[config.mk]
export PLATFORM = sky130hd
export DESIGN_NAME = hazard_forward_unit
export DESIGN_NICKNAME = d
export VERILOG_FILES = /design/src/rtl/hazard_forward_unit.sv
export SDC_FILE = /design/constraint.sdc
export NUM_CORES = 1
export LEC_CHECK = 0
export CORE_MARGIN = 5
export CORE_UTILIZATION = 53
export CTS_BUF_LIST = sky130_fd_sc_hd__clkbuf_8
export CTS_CLUSTER_SIZE = 40
export DETAILED_ROUTE_END_ITERATION = 12
export HOLD_SLACK_MARGIN = 0.06
export PLACE_DENSITY = 0.87
export REMOVE_ABC_BUFFERS = 1
export SKIP_LAST_GASP = 1
export SLEW_MARGIN = 20
export SYNTH_ARGS = -nofsm -noshare
export SYNTH_HDL_FRONTEND = slang
export SYNTH_SLANG_ARGS = --single-unit
[constraint.sdc]
create_clock -name clk -period 5.2 [get_ports clk]
set_input_delay 1.04 -clock clk [delete_from_list [all_inputs] [get_ports clk]]
set_output_delay 1.04 -clock clk [all_outputs]
set_load 0.02 [all_outputs]
[src/rtl/hazard_forward_unit.sv]
// -----------------------------------------------------------------------------
// hazard_forward_unit
//
// Hazard and operand-forwarding control for a 5-stage RV32I pipeline.
// Shadows the destination-register state of the instructions in EX and MEM,
// derives the registered ALU operand-mux selects for the instruction entering
// EX, detects load-use hazards (one bubble, PC and IF/ID held), applies branch
// flushes and keeps a saturating count of stall cycles.
//
// Select encoding: 00 register file, 01 WB result, 10 MEM ALU result.
//
// Ports
//   clk           core clock, rising edge
//   rst           asynchronous, active-low reset
//   id_valid      ID holds a real instruction
//   id_rs1/2, rd  register fields of the ID instruction
//   id_uses_rs1/2 ID instruction reads rs1 / rs2
//   id_reg_write  ID instruction writes rd
//   id_mem_read   ID instruction is a load
//   flush         taken branch/jump resolved in EX; kills the ID instruction
//   stall         hold PC and IF/ID this cycle (combinational)
//   forward_a/b   ALU operand A/B select for the instruction now in EX
//   ex_bubble     ID/EX loads a NOP this cycle (combinational)
//   stall_count   saturating count of stall cycles
// -----------------------------------------------------------------------------
module hazard_forward_unit #(
   parameter int CNT_W = 16
) (
   input  logic             clk,
   input  logic             rst,
   input  logic             id_valid,
   input  logic [4:0]       id_rs1,
   input  logic [4:0]       id_rs2,
   input  logic [4:0]       id_rd,
   input  logic             id_uses_rs1,
   input  logic             id_uses_rs2,
   input  logic             id_reg_write,
   input  logic             id_mem_read,
   input  logic             flush,
   output logic             stall,
   output logic [1:0]       forward_a,
   output logic [1:0]       forward_b,
   output logic             ex_bubble,
   output logic [CNT_W-1:0] stall_count
);

   typedef enum logic [1:0] {
      SEL_RF  = 2'b00,
      SEL_WB  = 2'b01,
      SEL_MEM = 2'b10
   } fwd_sel_e;

   // Shadow state of the instructions in EX and MEM. The WB stage is not
   // stored: a select of 01 is decided while the producer is still in MEM,
   // and nothing beyond WB is ever forwarded (the register file is
   // write-first), so WB occupancy is never consulted.
   logic             r_ex_valid;
   logic [4:0]       r_ex_rd;
   logic             r_ex_rw;
   logic             r_ex_mr;
   logic [4:0]       r_mem_rd;
   logic             r_mem_rw;
   fwd_sel_e         r_fwd_a;
   fwd_sel_e         r_fwd_b;
   logic [CNT_W-1:0] r_stall_count;

   logic             w_ex_wr_nz;
   logic             w_mem_wr_nz;
   logic             w_hz;
   logic             w_stall;
   logic             w_bubble;
   logic             w_a_from_mem;
   logic             w_a_from_wb;
   logic             w_b_from_mem;
   logic             w_b_from_wb;
   fwd_sel_e         w_fwd_a_nxt;
   fwd_sel_e         w_fwd_b_nxt;

   // A producer only counts if it writes a non-zero register: x0 is never
   // forwarded and never causes a stall.
   assign w_ex_wr_nz  = r_ex_rw  & (r_ex_rd  != 5'd0);
   assign w_mem_wr_nz = r_mem_rw & (r_mem_rd != 5'd0);

   // Load in EX whose result the ID instruction needs next cycle: the data
   // only exists after MEM, so the consumer waits one cycle and picks it up
   // via the WB path.
   assign w_hz = id_valid & r_ex_valid & r_ex_mr & w_ex_wr_nz &
                 ((id_uses_rs1 & (id_rs1 == r_ex_rd)) |
                  (id_uses_rs2 & (id_rs2 == r_ex_rd)));

   // Flush wins: the dependent instruction is being killed anyway, so there
   // is nothing to wait for.
   assign w_stall  = w_hz & ~flush;
   assign w_bubble = w_hz | flush;

   // The EX occupant moves to MEM and the MEM occupant moves to WB at the
   // same edge the ID instruction enters EX; checking EX first makes the
   // youngest writer win.
   assign w_a_from_mem = id_uses_rs1 & w_ex_wr_nz  & (r_ex_rd  == id_rs1);
   assign w_a_from_wb  = id_uses_rs1 & w_mem_wr_nz & (r_mem_rd == id_rs1);
   assign w_b_from_mem = id_uses_rs2 & w_ex_wr_nz  & (r_ex_rd  == id_rs2);
   assign w_b_from_wb  = id_uses_rs2 & w_mem_wr_nz & (r_mem_rd == id_rs2);

   assign w_fwd_a_nxt = w_a_from_mem ? SEL_MEM : (w_a_from_wb ? SEL_WB : SEL_RF);
   assign w_fwd_b_nxt = w_b_from_mem ? SEL_MEM : (w_b_from_wb ? SEL_WB : SEL_RF);

   // NOTE: sequential state uses non-blocking assignments so every register
   // samples the pre-edge value of the others (EX->MEM shift stays ordered).
   always_ff @(posedge clk or negedge rst) begin
      if (!rst) begin
         r_ex_valid    <= 1'b0;
         r_ex_rd       <= 5'd0;
         r_ex_rw       <= 1'b0;
         r_ex_mr       <= 1'b0;
         r_mem_rd      <= 5'd0;
         r_mem_rw      <= 1'b0;
         r_fwd_a       <= SEL_RF;
         r_fwd_b       <= SEL_RF;
         r_stall_count <= '0;
      end else begin
         r_mem_rd <= r_ex_rd;
         r_mem_rw <= r_ex_rw;

         if (w_bubble) begin
            r_ex_valid <= 1'b0;
            r_ex_rd    <= 5'd0;
            r_ex_rw    <= 1'b0;
            r_ex_mr    <= 1'b0;
            r_fwd_a    <= SEL_RF;
            r_fwd_b    <= SEL_RF;
         end else begin
            r_ex_valid <= id_valid;
            r_ex_rd    <= id_rd;
            r_ex_rw    <= id_reg_write & id_valid;
            r_ex_mr    <= id_mem_read & id_valid;
            r_fwd_a    <= w_fwd_a_nxt;
            r_fwd_b    <= w_fwd_b_nxt;
         end

         if (w_stall && (r_stall_count != {CNT_W{1'b1}}))
            r_stall_count <= r_stall_count + CNT_W'(1);
      end
   end

   assign stall       = w_stall;
   assign ex_bubble   = w_bubble;
   assign forward_a   = r_fwd_a;
   assign forward_b   = r_fwd_b;
   assign stall_count = r_stall_count;

endmodule

==> flow_metrics.env <==
export IMPL_row_count=20
export IMPL_cts_clk_slew_worst_paths_ps=70
export IMPL_critPathMostFrequentCell="clkdlybuf4s50_1"
export IMPL_grt_max_degree=35
export IMPL_finish_instance_area_um2=2280
export IMPL_cpMaxStageDelayCell="clkdlybuf4s50_1"
export IMPL_antenna_diode_count=0
export IMPL_ctsResizeCount=0
export IMPL_gr_total_overflow=0
export IMPL_grt_antenna_before_repair=0
export IMPL_clock_sinks=34
export IMPL_cp_end_kind="primary output"
export IMPL_vias_per_cell=5.33
export IMPL_slew_headroom_pct=47.6
export IMPL_crit_start="id_rs2[2]"
export IMPL_placed_area_um2=2150
export IMPL_p_int_w=0.000430
export IMPL_num_vias=1294
export IMPL_cp_required_ps=4160
export IMPL_period_needed_ps=4460
export IMPL_wl_mm=3.66
export IMPL_crit_type="in -> out"
export IMPL_synth_edf_count=0
export IMPL_area_growth_pct=36.7
export IMPL_path_cells="clkdlybuf4s50_1 > xor2_1 > nor4_1 > and3_1 > or2_1 > a21oi_1 > inv_2 > clkdlybuf4s50_1"
export IMPL_io_buffers=44
export IMPL_fin_nets=222
export IMPL_synth_distinct_cells=32
export IMPL_async_reset_ff_share_pct=100
export IMPL_die_x_um=66.1
export IMPL_drt_antenna_violating_nets=0
export IMPL_die_h_um=66.1
export IMPL_worst_pin_slew_ps=783
export IMPL_io_pins=45
export IMPL_min_from="r_ex_rw$_DFF_PN0_"
export IMPL_ctsHtreeMaxLevel=2
export IMPL_drc=0
export IMPL_synthSimpleGateAreaFrac_pct=24.2
export IMPL_status="complete, no violations"
export IMPL_finalCritPeriodShare_pct=85.8
export IMPL_hpwl_mm=2.78
export IMPL_postSynthAreaPerCell_um2=11.2
export IMPL_p_seq_share_pct=50.5
export IMPL_cpPeakStageDelay_ps=550
export IMPL_drive_gt1_share_pct=8.54
export IMPL_cp_max_fo=11
export IMPL_r2r_start="stall_count[3]$_DFFE_PN0P_"
export IMPL_ys_ff_latch=34
export IMPL_yosys_area_top_type="dfrtp_1"
export IMPL_power_frac_clock_pct=40.8
export IMPL_drt_iter0_drc=68
export IMPL_die_area_um2=4360
export IMPL_hp_class="reg -> reg"
export IMPL_vdd_ir_drop_max_v=0.000193
export IMPL_rsz0062_at_grt="no"
export IMPL_synth_top_family_by_area="simple AND/OR/NAND/NOR gates"
export IMPL_synth_warnings=0
export IMPL_synth_fa_ha_area_share_pct=0.751
export IMPL_finalHoldViolCount=0
export IMPL_final_cell_mix="clkdlybuf4s50_1 (44), dfrtp_1 (34), xor2_1 (28)"
export IMPL_cp_start_kind="input pin"
export IMPL_sw_frac_of_total_pct=21.3
export IMPL_synthTopCellsByArea="dfrtp_1 (51%), xor2_1 (15%), and2_1 (3.4%)"
export IMPL_syn_inst=149
export IMPL_maxCapViolCount=0
export IMPL_p_comb_share_pct=8.7
export IMPL_ys_seq_area_share_pct=51.1
export IMPL_postCtsSetupBuffers=0
export IMPL_crit_arrival_ps=3420
export IMPL_netlist_area_um2=1670
export IMPL_gp_congestion=0.953
export IMPL_cts_tree="done"
export IMPL_synth_area_mux_share_pct=1.35
export IMPL_synth_compound_area_share_pct=2.78
export IMPL_clock_latency_ps=280
export IMPL_fin_tns_setup_ps=0
export IMPL_grt_pass1_wl_mm=6.29
export IMPL_n_fill_cell=216
export IMPL_slew_viol_final=0
export IMPL_hold_buffers=0
export IMPL_yosysTopAreaCellShare_pct=51.1
export IMPL_max_clock_freq_mhz=224
export IMPL_p_leak_nw=1.04
export IMPL_cts_buffers_inserted=5
export IMPL_skew_ps=3.44
export IMPL_core_um2=3030
export IMPL_cts_buffer_depth=2
export IMPL_grt_pass1_vias=1356
export IMPL_synth_xor_area_share_pct=18.3
export IMPL_grt_use_total_pct=18.9
export IMPL_power_density_cell_area_nw_per_um2=240
export IMPL_first_pass_iters=4
export IMPL_final_setup_viol_count=0
export IMPL_cts_root_buf="clkbuf_8"
export IMPL_wire_per_inst_um=15.0
export IMPL_layout_commonest_cell="clkdlybuf4s50_1"
export IMPL_p_sw_w=0.000117
export IMPL_synth_ff_type="dfrtp_1"
export IMPL_start_util_pct=55.0
==> synthesized netlist by cell type (all sizes together) (2+ instances only) <==
library cell and n:
nand3 10, and3 8, inv 3, nor3 9, nand4 2, buf 2
nor4 11, and2 9, xnor2 6, nand2 7, xor2 28, nor2 3
dfrtp 34, mux2 2, or4 2
==> area by class of cell <==
type                       count  area [um^2]  share of cell area (%)
sequential                    34          851                    37.4
multi-input combinational    109          801                    35.2
timing repair buffer          45          448                    19.7
clock buffer                   8          110                    4.84
tap                           44         55.1                    2.42
inverter                       3         11.3                   0.495
==> cells by family after synthesis <==
| family | after synthesis |
|---|---|
| muxes | 2 |
| xor gates and xnor gates | 34 |
| adders and majority gates | 1 |
| AOI/OAI and AO/OA | 5 |
| buffers and inverters | 6 |
| and+or+nand+nor | 67 |
| DFF | 34 |
==> routing by layer <==
metal	wire [um]	global-route usage, %
met1	1580	25.2
met2	1790	30.0
met3	253	4.93
met4	39	6.09
met5	0	0
==> registers in the layout, summed over array words and instances, names as in the netlist <==
register     cells
r_ex_valid       1
r_mem_rw         1
r_ex_rd          5
stall_count     16
r_ex_rw          1
r_mem_rd         5
r_ex_mr          1
forward_a        2
forward_b        2
==> per-stage QoR <==
stage	worst slack [ps]	hold slack, ps	utilization [%]	power, W	std cells
after CTS	729	441	74.8	0.000554	243
after detailed placement	745	427	71.2	0.000329	235
final	737	447	75.2	0.000547	243
after global placement	846	415	71.2	0.000326	235
after floorplan	2020	391	-	0.000297	146
after global routing	568	468	75.2	0.000571	243
==> worst paths after layout <==
path,to,slack [ps],cells after the start
setup reg to reg,stall_count[1]$_DFFE_PN0P_,2840,5
max in group asynchronous,r_mem_rd[1]$_DFF_PN0_,3730,2
hold reg to reg,r_mem_rw$_DFF_PN0_,450,0
min in group asynchronous,forward_b[0]$_DFF_PN0_,1160,2
hold / removal,r_mem_rw$_DFF_PN0_,450,0
setup / recovery,ex_bubble,740,8
==> critical path, delay by kind of cell <==
family / cells / cell delay [ps]
buf+inv: 3 / 1120
simple gates: 3 / 530
compound gates: 1 / 530
xor+xnor: 1 / 200
==> power groups by stage <==
stage	combinational, W	clock (W)	sequential, W
2_1_floorplan	0.0000179	0	0.000279
3_3_place_gp	0.0000456	0	0.000280
6_report	0.0000474	0.000223	0.000276
3_5_place_dp	0.0000477	0	0.000281
5_1_grt	0.0000520	0.000242	0.000277
4_1_cts	0.0000479	0.000230	0.000276
No activity file was read; power rests on OpenSTA's default activity.
